===== config.mk =====
export PLATFORM = sky130hd
export DESIGN_NAME = student_or_reduce_pipe
export DESIGN_NICKNAME = d
export VERILOG_FILES = /design/src/rtl/csci_or_pkg.sv /design/src/rtl/student_or_stage.sv /design/src/rtl/student_or_reduce_pipe.sv
export SDC_FILE = /design/constraint.sdc
export NUM_CORES = 1
export LEC_CHECK = 0
export CAP_MARGIN = 10
export CORE_UTILIZATION = 43
export DETAILED_ROUTE_END_ITERATION = 6
export PLACE_DENSITY_LB_ADDON = 0.25
export SYNTH_ARGS = -nofsm -noshare
export SYNTH_HDL_FRONTEND = slang
export SYNTH_SLANG_ARGS = --single-unit

===== constraint.sdc =====
create_clock -name clk -period 1.25 [get_ports clk]
set_input_delay 0.125 -clock clk [delete_from_list [all_inputs] [get_ports clk]]
set_output_delay 0.125 -clock clk [all_outputs]
set_load 0.03 [all_outputs]

===== src/rtl/csci_or_pkg.sv =====
// Shared constants and elaboration-time helpers for the OR-reduction pipeline.
package csci_or_pkg;

  localparam int OR_DEFAULT_WIDTH = 16;

  // Floor log2. Widths are powers of two, so this is exact.
  function automatic int or_log2(input int value);
    int r;
    r = 0;
    for (int v = value; v > 1; v = v >> 1) r++;
    return r;
  endfunction

  // Bit offset of tree level 'level' inside a bus that concatenates all levels,
  // widest first: WIDTH, WIDTH/2, ..., 1.
  function automatic int or_lvl_off(input int width, input int level);
    return 2 * width - 2 * (width >> level);
  endfunction

endpackage


===== src/rtl/student_or_stage.sv =====
// One registered level of the OR tree: halves the word width and carries valid/last.
// With OR_REDUCE_IDX_EN defined, each node also carries the lowest set-bit index.
module student_or
(
  input  logic a_i,
  input  logic b_i,
  output logic y_o
);
  assign y_o = a_i | b_i;
endmodule

module student_or_stage #(
  parameter int IN_W  = 2,
  parameter int IDX_W = 1
) (
  input  logic                      clk,
  input  logic                      rst_n,
  input  logic                      up_valid_i,
  output logic                      up_ready_o,
  input  logic [IN_W-1:0]           up_data_i,
  input  logic                      up_last_i,
`ifdef OR_REDUCE_IDX_EN
  input  logic [IN_W*IDX_W-1:0]     up_idx_i,
  output logic [(IN_W/2)*IDX_W-1:0] dn_idx_o,
`endif
  output logic                      dn_valid_o,
  input  logic                      dn_ready_i,
  output logic [IN_W/2-1:0]         dn_data_o,
  output logic                      dn_last_o
);
  localparam int OUT_W = IN_W / 2;

  logic [OUT_W-1:0] or_w, data_q, data_d;
  logic             valid_q, valid_d, last_q, last_d;

  // A full register may still load when its downstream consumer takes the old word.
  assign up_ready_o = !valid_q || dn_ready_i;

  for (genvar gi = 0; gi < OUT_W; gi++) begin : g_pair
    student_or u_or (
      .a_i (up_data_i[2*gi]),
      .b_i (up_data_i[2*gi+1]),
      .y_o (or_w[gi])
    );
  end

  always_comb begin
    valid_d = valid_q;
    data_d  = data_q;
    last_d  = last_q;
    if (up_ready_o) begin
      valid_d = up_valid_i;
      if (up_valid_i) begin
        data_d = or_w;
        last_d = up_last_i;
      end
    end
  end

  always_ff @(posedge clk or negedge rst_n) begin
    if (!rst_n) begin
      valid_q <= 1'b0;
      data_q  <= '0;
      last_q  <= 1'b0;
    end else begin
      valid_q <= valid_d;
      data_q  <= data_d;
      last_q  <= last_d;
    end
  end

  assign dn_valid_o = valid_q;
  assign dn_data_o  = data_q;
  assign dn_last_o  = last_q;

`ifdef OR_REDUCE_IDX_EN
  logic [OUT_W*IDX_W-1:0] idx_w, idx_q, idx_d;

  // Indices are absolute, so the lower node wins whenever it has any bit set.
  for (genvar gi = 0; gi < OUT_W; gi++) begin : g_idx
    assign idx_w[gi*IDX_W +: IDX_W] = up_data_i[2*gi] ? up_idx_i[(2*gi)*IDX_W +: IDX_W]
                                                      : up_idx_i[(2*gi+1)*IDX_W +: IDX_W];
  end

  always_comb begin
    idx_d = idx_q;
    if (up_ready_o && up_valid_i) idx_d = idx_w;
  end

  always_ff @(posedge clk or negedge rst_n) begin
    if (!rst_n) idx_q <= '0;
    else        idx_q <= idx_d;
  end

  assign dn_idx_o = idx_q;
`endif

endmodule


===== src/rtl/student_or_reduce_pipe.sv =====
// Pipelined OR-reduction tree with per-frame accumulation of the reduced result.
// Define OR_REDUCE_IDX_EN to add out_idx, the lowest set-bit index of each word.
module student_or_reduce_pipe
  import csci_or_pkg::*;
#(
  parameter int WIDTH = OR_DEFAULT_WIDTH,
  localparam int LEVELS = or_log2(WIDTH)
) (
  input  logic              clk,
  input  logic              rst_n,
  input  logic              in_valid,
  output logic              in_ready,
  input  logic [WIDTH-1:0]  in_data,
  input  logic              in_last,
  output logic              out_valid,
  input  logic              out_ready,
  output logic              out_any,
  output logic              out_last
`ifdef OR_REDUCE_IDX_EN
  ,
  output logic [LEVELS-1:0] out_idx
`endif
);
  localparam int BUS_W = 2 * WIDTH - 1;

  logic [LEVELS:0]  lvl_valid, lvl_ready, lvl_last;
  logic [BUS_W-1:0] data_bus;
  logic             acc_q, acc_d, tree_any;

  assign lvl_valid[0]      = in_valid;
  assign lvl_last[0]       = in_last;
  assign data_bus[WIDTH-1:0] = in_data;
  assign in_ready          = lvl_ready[0];
  assign lvl_ready[LEVELS] = out_ready;

`ifdef OR_REDUCE_IDX_EN
  logic [LEVELS*BUS_W-1:0] idx_bus;

  for (genvar gi = 0; gi < WIDTH; gi++) begin : g_idx_seed
    assign idx_bus[gi*LEVELS +: LEVELS] = LEVELS'(gi);
  end
`endif

  for (genvar gi = 0; gi < LEVELS; gi++) begin : g_lvl
    localparam int IN_W    = WIDTH >> gi;
    localparam int IN_OFF  = or_lvl_off(WIDTH, gi);
    localparam int OUT_OFF = or_lvl_off(WIDTH, gi + 1);

    student_or_stage #(
      .IN_W  (IN_W),
      .IDX_W (LEVELS)
    ) u_stage (
      .clk        (clk),
      .rst_n      (rst_n),
      .up_valid_i (lvl_valid[gi]),
      .up_ready_o (lvl_ready[gi]),
      .up_data_i  (data_bus[IN_OFF +: IN_W]),
      .up_last_i  (lvl_last[gi]),
`ifdef OR_REDUCE_IDX_EN
      .up_idx_i   (idx_bus[LEVELS*IN_OFF +: LEVELS*IN_W]),
      .dn_idx_o   (idx_bus[LEVELS*OUT_OFF +: LEVELS*(IN_W/2)]),
`endif
      .dn_valid_o (lvl_valid[gi+1]),
      .dn_ready_i (lvl_ready[gi+1]),
      .dn_data_o  (data_bus[OUT_OFF +: IN_W/2]),
      .dn_last_o  (lvl_last[gi+1])
    );
  end

  assign tree_any  = data_bus[BUS_W-1];
  assign out_valid = lvl_valid[LEVELS];
  assign out_any   = out_valid & (tree_any | acc_q);
  assign out_last  = out_valid & lvl_last[LEVELS];

`ifdef OR_REDUCE_IDX_EN
  // The surviving index points at the highest bit when nothing is set; mask it.
  assign out_idx = (out_valid && tree_any) ? idx_bus[LEVELS*(BUS_W-1) +: LEVELS] : '0;
`endif

  always_comb begin
    acc_d = acc_q;
    if (out_valid && out_ready) acc_d = out_last ? 1'b0 : out_any;
  end

  always_ff @(posedge clk or negedge rst_n) begin
    if (!rst_n) acc_q <= 1'b0;
    else        acc_q <= acc_d;
  end

endmodule


== Word level (Yosys, flattened, before mapping) ==
Cells that the tools add are included.
Widths: inputs -> output; s select.

* Output and inout bits: 4
* Flip-flop bits (word level): 24
* Word-level logic and storage cells: 45

* Bitwise operators: 18
* Reductions and logical operators: 13
* Multiplexer cells: 1

{| class="wikitable"
|+ Operators with widths
! cell !! number
|-
| $or 1x1->1 || 16
|-
| $reduce_and 2->1 || 4
|-
| $logic_not 1->1 || 4
|-
| $logic_or 1x1->1 || 4
|-
| $and 1x1->1 || 2
|-
| $logic_and 1x1->1 || 1
|-
| $mux 1 || 1
|}

== Longest topological paths before layout ==
Gate-level depths: netlist (run 1).

* Word-level depth: 6
* Depth in mapped cells: 3
* Depth with buffers taken out: 3

== Cells and area by module ==
A second synthesis (run 1) with hierarchy kept.

* Cells, all modules: 74
* Area total of the unflattened synthesis: 1139.8 um^2

{| class="wikitable"
|+ By module, submodules not included
! module !! area each (um^2) !! seq. area each (um^2) !! cells an instance !! instances
|-
| student_or_stage (g_lvl[0].u_stage) || 425.4 || 250.2 || 22 || 1
|-
| student_or_stage (g_lvl[1].u_stage) || 257.7 || 150.1 || 14 || 1
|-
| student_or_stage (g_lvl[2].u_stage) || 177.7 || 100.1 || 10 || 1
|-
| student_or_stage (g_lvl[3].u_stage) || 132.6 || 75.1 || 8 || 1
|-
| student_or || 6.3 || 0.0 || 1 || 15
|-
| student_or_reduce_pipe || 52.6 || 25.0 || 5 || 1
|}

== Least setup slack after synthesis (run 1) ==
No wires, ideal clock.

* Path type: register to register
* Start: register g_lvl[3].u_stage.valid_q
* End: register g_lvl[0].u_stage.last_q
* Buffers on the path: 0
* Arrival: 1.379 ns
* Library setup time: 0.125 ns
* Data required time: 1.125 ns
* Path slack: -0.254 ns
* Cell stages (with the launch flop): 4
* Cell sequence: dfrtp_1 and4b_4 a21boi_4 mux2_4

* Longest elaborated chain between the ends: 6

{| class="wikitable"
|+ Ends and longest elaborated chain
! item !! RTL line !! text
|-
| from (decl) || student_or_stage.sv:34 || <nowiki>logic valid_q, valid_d, last_q, last_d;</nowiki>
|-
| from (signal assigned) || student_or_stage.sv:66 || <nowiki>valid_q <= valid_d;</nowiki>
|-
| $logic_not 1->1 || student_or_stage.sv:37 || <nowiki>assign up_ready_o = !valid_q || dn_ready_i;</nowiki>
|-
| $logic_or 1x1->1 (4 in series) || student_or_stage.sv:37 ||
|-
| $reduce_and 2->1 (no source line) || n/a ||
|-
| to (signal assigned) || student_or_stage.sv:68 || <nowiki>last_q <= last_d;</nowiki>
|-
| to (decl) || student_or_stage.sv:34 ||
|}

No other way between the ends.
A chain may end at the register's enable or synchronous reset.

== Worst setup path in the final report (run 1) ==
* Start: register g_lvl[3].u_stage.valid_q
* End: register g_lvl[1].u_stage.last_q

* Longest elaborated chain between the ends: 5

{| class="wikitable"
|+ Ends and longest elaborated chain
! item !! RTL line
|-
| $logic_not 1->1 || student_or_stage.sv:37
|-
| $logic_or 1x1->1 (3 in series) || student_or_stage.sv:37
|-
| $reduce_and 2->1 (no source line) || n/a
|-
| to (signal assigned) || student_or_stage.sv:68
|-
| to (decl) || student_or_stage.sv:34
|}

No other way between the ends.

==> impl_metrics.json, run 1 <==
{
  "outcome": "complete, but fails checks",
  "violated_checks": "negative setup slack",
  "grt_max_degree": 25,
  "overall_die_width_um": 50.8,
  "data_arrival_time_of_the_critical_path_ns": 1.59,
  "clk_pin_slew_ns": 0.13,
  "detailedPlacementHpwl_um": 1480,
  "final-setup-viol-count": 19,
  "cp_top_family": "flip-flops",
  "number_of_global_route_vias_before_repair": 842,
  "synth_area_per_cell_um2": 12.3,
  "synth-seq-area-share_pct": 58.7,
  "synth_top_cell_by_area": "dfrtp_1",
  "cts.root.buffer_cell": "clkbuf_4",
  "multi_input_area_um2": 495,
  "p_leak_uw": 0.000632,
  "yosys-top-cells-count": "24 x dfrtp_1, 12 x a21oi_1, 8 x a2bb2oi_1, 8 x nor3b_1, 7 x nor2_1",
  "yosysWarningCount": 0,
  "fill_cells": 157,
  "tightestPinTransition_ns": 0.449,
  "ioPinCount": 25,
  "final_layout_size_suffix_gt1_share_pct": 36.4,
  "sequential_cell_area_um2": 602,
  "nets_in_the_synthesized_netlist": 104,
  "synth_flop_cell": "dfrtp_1",
  "clkLatencyLatePin_ns": 0.31,
  "p_sw_uw": 550,
  "finalClockSkew_ns": 0.00258,
  "worstRegToRegCells": 5,
  "critPathMaxStageDelay_ns": 0.45,
  "post_synth_inst_count": 83,
  "critical_path.endpoint_type": "register",
  "initial_utilization_pct": 45.8,
  "timing.critical_path.required_ns": 1.46,
  "max_cap_viol_count": 0,
  "route.final.wire_length_um": 2310,
  "synth_cell_type_count": 20,
  "pwr-share-seq_pct": 45.3,
  "post_detailed_route_via_to_cell_ratio": 5.25,
  "port_buffers": 24,
  "grt_setup_unrepaired": "true",
  "finalSetupTns_ns": -1.11,
  "final_core_utilization_pct": 71.3,
  "fraction_of_registers_with_async_set_or_reset_after_synthesis_pct": 100,
  "global_route.overflow_total": 0,
  "cts_tree": "built",
  "fraction_of_the_cycle_the_final_worst_path_needs_pct": 110,
  "final_critical_path_setup_slack_ns": -0.130,
  "worst_path_cell_chain": "buf_6 > buf_4 > nand4b_4 > and2_4 > mux2_4",
  "postLayoutCellArea_um2": 1590,
  "netlist_top_cells_area": "dfrtp_1 59%, a2bb2oi_1 6.8%, a21oi_1 5.9%, nor3b_1 5.9%, mux2_4 2.9%",
  "period_minus_slack_ns": 1.38,
  "hold_path_class": "input port to async pin",
  "synthMostInstantiatedCell": "dfrtp_1",
  "cts.sink_count": 24,
  "synth_area_um2": 1020,
  "cts-htree-levels": 1,
  "timing_hold_violations_final": 0,
  "relSlewSlack_pct": 70.1,
  "fin_hold_ws_ns": 0.142,
  "sw_frac_of_total_pct": 25.9,
  "power.share.clock_pct": 26.4,
  "path_class": "register to register",
  "synth_top_area_share_pct": 58.7,
  "share_comb_of_total_power_pct": 28.3,
  "synth_edf_count": 0,
  "gp_congestion": 0.709,
  "core_area_um2": 2230,
  "cts_buffers": 3,
  "area_growth_pct": 55.5,
  "die_h_um": 50.8,
  "first_pass_grt_wire_length_um": 3750,
  "powerDensity_nw_per_um2": 1330,
  "global_route.usage.total_pct": 20.3,
  "dieArea_um2": 2580,
  "via_count": 824,
  "placement_rows": 17,
  "detail_route.first_pass.iterations": 4,
  "critical_path_depth_in_cells": 5,
  "preCtsSetupSlack_ns": -0.219,
  "cts-hold-fix-buffers": 0,
  "critical-path-slowest-cell": "dfrtp_2",
  "drc": 0,
  "placement.cell_area_um2": 1380,
  "worst-path-buf-inv": 2,
  "clock_tree.buffer_depth": 2,
  "fmaxAchievable_ghz": 0.724,
  "ys_ff_latch": 24,
  "vdd_drop_max_uv": 1070,
  "routed_wire_length_per_instance_um": 14.7,
  "final-max-slew-violation-count": 0,
  "finalNetCount": 151,
  "antenna-diode-count": 0,
  "antenna_found_initial": 0,
  "drt-initial-drc-count": 11,
  "detail-route-antenna-nets": 0,
  "startpoint_type": "register",
  "power_report.internal_total_uw": 1570,
  "worst-path-max-fanout": 3
}
==> metrics by stage <==
stage               power (uW)  cells
detailed placement        1420    146
CTS                       2090    156
global route              2210    157
global placement          1410    146
finish                    2120    157
floorplan                 1210     83
==> registers in the layout, indices dropped and copies added, names as in the netlist <==
register	cells
g_lvl.u_stage.dn_data_o	15
acc_q	1
g_lvl.u_stage.dn_valid_o	4
g_lvl.u_stage.dn_last_o	4
==> power by group through the flow <==
stage               clock [uW]  sequential (uW)  combinational (uW)
finish                     560              960                 601
global route               596              974                 640
CTS                        565              957                 566
detailed placement           0              970                 453
global placement             0              964                 443
floorplan                    0              956                 250
==> cells in the final DEF (no fill, tap or decap), types with 2 or more instances in the layout <==
cell / n
nand2_1: 2
a2bb2oi_1: 2
nor3b_1: 8
a21oi_2: 2
a31oi_1: 4
nand2b_1: 3
a2bb2oi_2: 6
a21oi_1: 10
buf_4: 13
and2_4: 2
clkbuf_4: 3
buf_6: 9
mux2_2: 2
clkdlybuf4s50_1: 19
dfrtp_1: 23
mux2_4: 2
nor2_1: 7
==> cell families after synthesis <==
family	Yosys count	share of synthesized area [%]
simple gates	28	18.0
compound gates	26	17.7
flops	24	58.7
mux	4	5.13
buf+inv	1	0.489
==> per-layer routing <==
metal	part of all wire [%]	up-vias	GRT usage, %
met5	0	-	0
met4	1.1	0	9.72
met3	2.1	2	2.73
met2	55	15	36.2
met1	42	410	23.8
li1	-	397	-
==> area by class of cell <==
cell class | instances | share of cell area, %
clock inverters | 1 | 1.89
clock buffers | 3 | 1.42
well taps | 28 | 2.20
multi-input cells | 58 | 31.1
repair buffers | 43 | 25.6
flip-flops and latches | 24 | 37.8
==> what timing repair did <==
item / 4_1_cts / 5_1_grt
gates resized for setup: 22 / 6
gates cloned: 0 / 0
endpoints found under the setup margin: 9 / 22
pin swaps: 2 / 2
setup buffers: 6 / 2
==> worst paths after layout <==
check | slack (ns) | end | from
max in group asynchronous | 0.86 | g_lvl[3].u_stage.dn_valid_o | rst_n
worst max register to register | -0.13 | g_lvl[1].u_stage.dn_last_o | g_lvl[3].u_stage.dn_valid_o
worst min-delay path | 0.14 | g_lvl[0].u_stage.dn_data_o[7] | rst_n
worst min register to register | 0.53 | g_lvl[3].u_stage.dn_last_o | g_lvl[2].u_stage.dn_last_o
worst max-delay path | -0.13 | g_lvl[1].u_stage.dn_last_o | g_lvl[3].u_stage.dn_valid_o
min in group clk | 0.20 | acc_q | out_ready
Power figures use the tool's default switching activity.
==> run 2, diff against run 1 <==
- CAP_MARGIN: 10 -> 20
- GPL_ROUTABILITY_DRIVEN: unset -> 0
==> results of run 2 <==
Same layout as run 1: the final DEF is identical, and so are final timing and power.
==> run 3, diff against run 2 <==
- CAP_MARGIN: 20 -> 40
- GPL_TIMING_DRIVEN: unset -> 0
==> run 3 against run 2 <==
Effect of this change:
- the flow still finishes with violations (negative setup slack)
- fmax increased by 2.8%
- global-route usage about the same
- first-iteration DRC count increased by 100%
- clock skew about the same
- critical path depth decreased by 2
- final cell count decreased by 5.1%
- power decreased by 3.6%
- via count increased by 1.2%
- register-to-register slack improved by 0.09 ns
- non-clock buffer count decreased by 8
- routed wire length decreased by 2.0%
- count of clock-buffer cells in the layout unchanged
==> impl_metrics.json, run 3 (synthesis gave the netlist of run 1 again) <==
{
  "cp_top_family": "flip-flops",
  "max_cap_viol_count": 0,
  "tightestPinTransition_ns": 0.299,
  "share_comb_of_total_power_pct": 26.3,
  "setup_slack_on_the_worst_flop_to_flop_path_ns": -0.04,
  "m1_wire_length_um": 967,
  "fmaxAchievable_ghz": 0.745,
  "ioPinCount": 25,
  "antenna_found_initial": 0,
  "detail-route-antenna-nets": 0,
  "final_critical_path_setup_slack_ns": -0.0923,
  "number_of_global_route_vias_before_repair": 824,
  "cts_buffers": 3,
  "grt_max_degree": 21,
  "cts-hold-fix-buffers": 0,
  "placed_cells": 136,
  "global_route.overflow_total": 0,
  "largest_register_ffs": 15,
  "powerDensity_nw_per_um2": 1350,
  "p_sw_uw": 531,
  "cts-htree-levels": 1,
  "detailedPlacementHpwl_um": 1470,
  "overall_die_width_um": 50.8,
  "final-max-slew-violation-count": 0,
  "final_core_utilization_pct": 67.7,
  "route.final.wire_length_um": 2260,
  "antenna-diode-count": 0,
  "worst_path_cell_chain": "and4b_4 > nand2_8 > buf_6",
  "mostFrequentLayoutCell": "dfrtp_1",
  "instances_no_fill": 149,
  "critPathMaxStageDelay_ns": 0.41,
  "initial_utilization_pct": 45.8,
  "data_arrival_time_of_the_critical_path_ns": 1.22,
  "routed_wire_length_per_instance_um": 15.2,
  "post_detailed_route_via_to_cell_ratio": 5.60,
  "cts.sink_count": 24,
  "layout_common_cells": "21 x dfrtp_1, 19 x clkdlybuf4s50_1, 12 x a21oi_1",
  "vdd_drop_max_uv": 869,
  "path_class": "register to primary output",
  "pwr-share-seq_pct": 46.6,
  "power.share.clock_pct": 27.1,
  "fin_hold_ws_ns": 0.0388,
  "cts.root.buffer_cell": "clkbuf_4",
  "dr_wl_met2_um": 1220,
  "startpoint_type": "register",
  "detail_route.first_pass.iterations": 4,
  "power_report.internal_total_uw": 1510,
  "drt-initial-drc-count": 22,
  "timing_hold_violations_final": 0,
  "timing.critical_path.required_ns": 1.12,
  "die_h_um": 50.8,
  "critical_path.endpoint_type": "primary output",
  "first_pass_grt_wire_length_um": 3760,
  "dr_wl_met3_um": 60,
  "clock_tree.buffer_depth": 2,
  "drc": 0,
  "clk_pin_slew_ns": 0.13,
  "p_leak_uw": 0.000573,
  "outcome": "complete, but fails checks",
  "via_count": 834,
  "fraction_of_the_cycle_the_final_worst_path_needs_pct": 107,
  "global_route.usage.total_pct": 20.3,
  "finalNetCount": 143,
  "port_buffers": 24,
  "relSlewSlack_pct": 80.0,
  "sw_frac_of_total_pct": 25.9,
  "worst-path-max-fanout": 3,
  "finalClockSkew_ns": 0.00277,
  "final-setup-viol-count": 5,
  "final_layout_size_suffix_gt1_share_pct": 33.1,
  "fill_cells": 184,
  "worst-path-buf-inv": 1,
  "hold_path_class": "input port to async pin",
  "area_growth_pct": 47.7,
  "placement.cell_area_um2": 1320,
  "critical-path-slowest-cell": "dfrtp_2",
  "clkLatencyLatePin_ns": 0.31,
  "period_minus_slack_ns": 1.34,
  "violated_checks": "negative setup slack",
  "grt_setup_unrepaired": "true",
  "cts_tree": "built",
  "dieArea_um2": 2580,
  "postLayoutCellArea_um2": 1510,
  "placement_rows": 17,
  "core_area_um2": 2230,
  "top_routing_layer_in_use": "met4"
}
-- run 3: changes by cell type in the layout (fill, tap and decap cells not counted) --
cell            change
a21oi_1             +2
a2bb2oi_2           +2
dfrtp_2             +2
nand2b_1            +1
buf_2               +2
dlygate4sd2_1       +1
dlymetal6s2s_1      -1
dfrtp_1             -2
buf_8               +1
a21oi_2             -2
nand2b_4            -1
buf_4               -6
buf_6               -5
a2bb2oi_1           -2
-- run 3: final cells by class --
cell class,instances,area [um^2],share of cell area (%)
clock inverters,1,30.0,1.99
flip-flops and latches,24,604,40.0
plain buffers,1,5.00,0.331
multi-input cells,58,493,32.6
well taps,28,35.0,2.32
repair buffers,34,322,21.3
clock buffers,3,22.5,1.49
-- run 3: worst paths after layout --
check                                             from                       endpoint  cells after the start
setup / recovery           g_lvl[3].u_stage.dn_valid_o                       in_ready                      3
hold / removal                                   rst_n  g_lvl[0].u_stage.dn_data_o[7]                      1
setup reg to reg           g_lvl[3].u_stage.dn_valid_o     g_lvl[1].u_stage.dn_last_o                      4
hold reg to reg             g_lvl[2].u_stage.dn_last_o     g_lvl[3].u_stage.dn_last_o                      1
max in group asynchronous                        rst_n    g_lvl[3].u_stage.dn_valid_o                      2
min in group clk                             out_ready                          acc_q                      2
-- run 3: what timing repair did --
item | CTS | global route
setup buffers | 7 | 2
resized for setup | 37 | 5
pin swaps | 4 | 1
endpoints found under the setup margin | 15 | 13
-- run 3: per-layer routing --
metal,up-vias,global-route usage (%)
met3,2,3.64
met2,23,36.2
met1,428,24.9
li1,381,-
met4,0,5.56
met5,-,0
-- run 3: power groups by stage --
stage	Combinational, uW	Sequential [uW]	Clock, uW
after floorplan	250	956	0
after global placement	404	962	0
after detailed placement	421	971	0
after CTS	491	953	566
after global routing	572	971	604
final	538	954	554
-- run 3: metrics by stage --
step / total power, uW / setup slack (ns) / setup TNS, ns
CTS: 2010 / -0.114 / -0.222
finish: 2050 / -0.0923 / -0.174
detailed placement: 1390 / -0.698 / -4.60
global placement: 1370 / -0.681 / -7.79
floorplan: 1210 / -0.146 / -0.181
global route: 2150 / -0.152 / -0.621
-- run 3: worst reg2reg max path, stage by stage (launching register included) --
cell      delay (ns)
dfrtp_2         0.45
buf_4           0.16
nand4b_4        0.12
and2_4          0.17
mux2_4          0.30
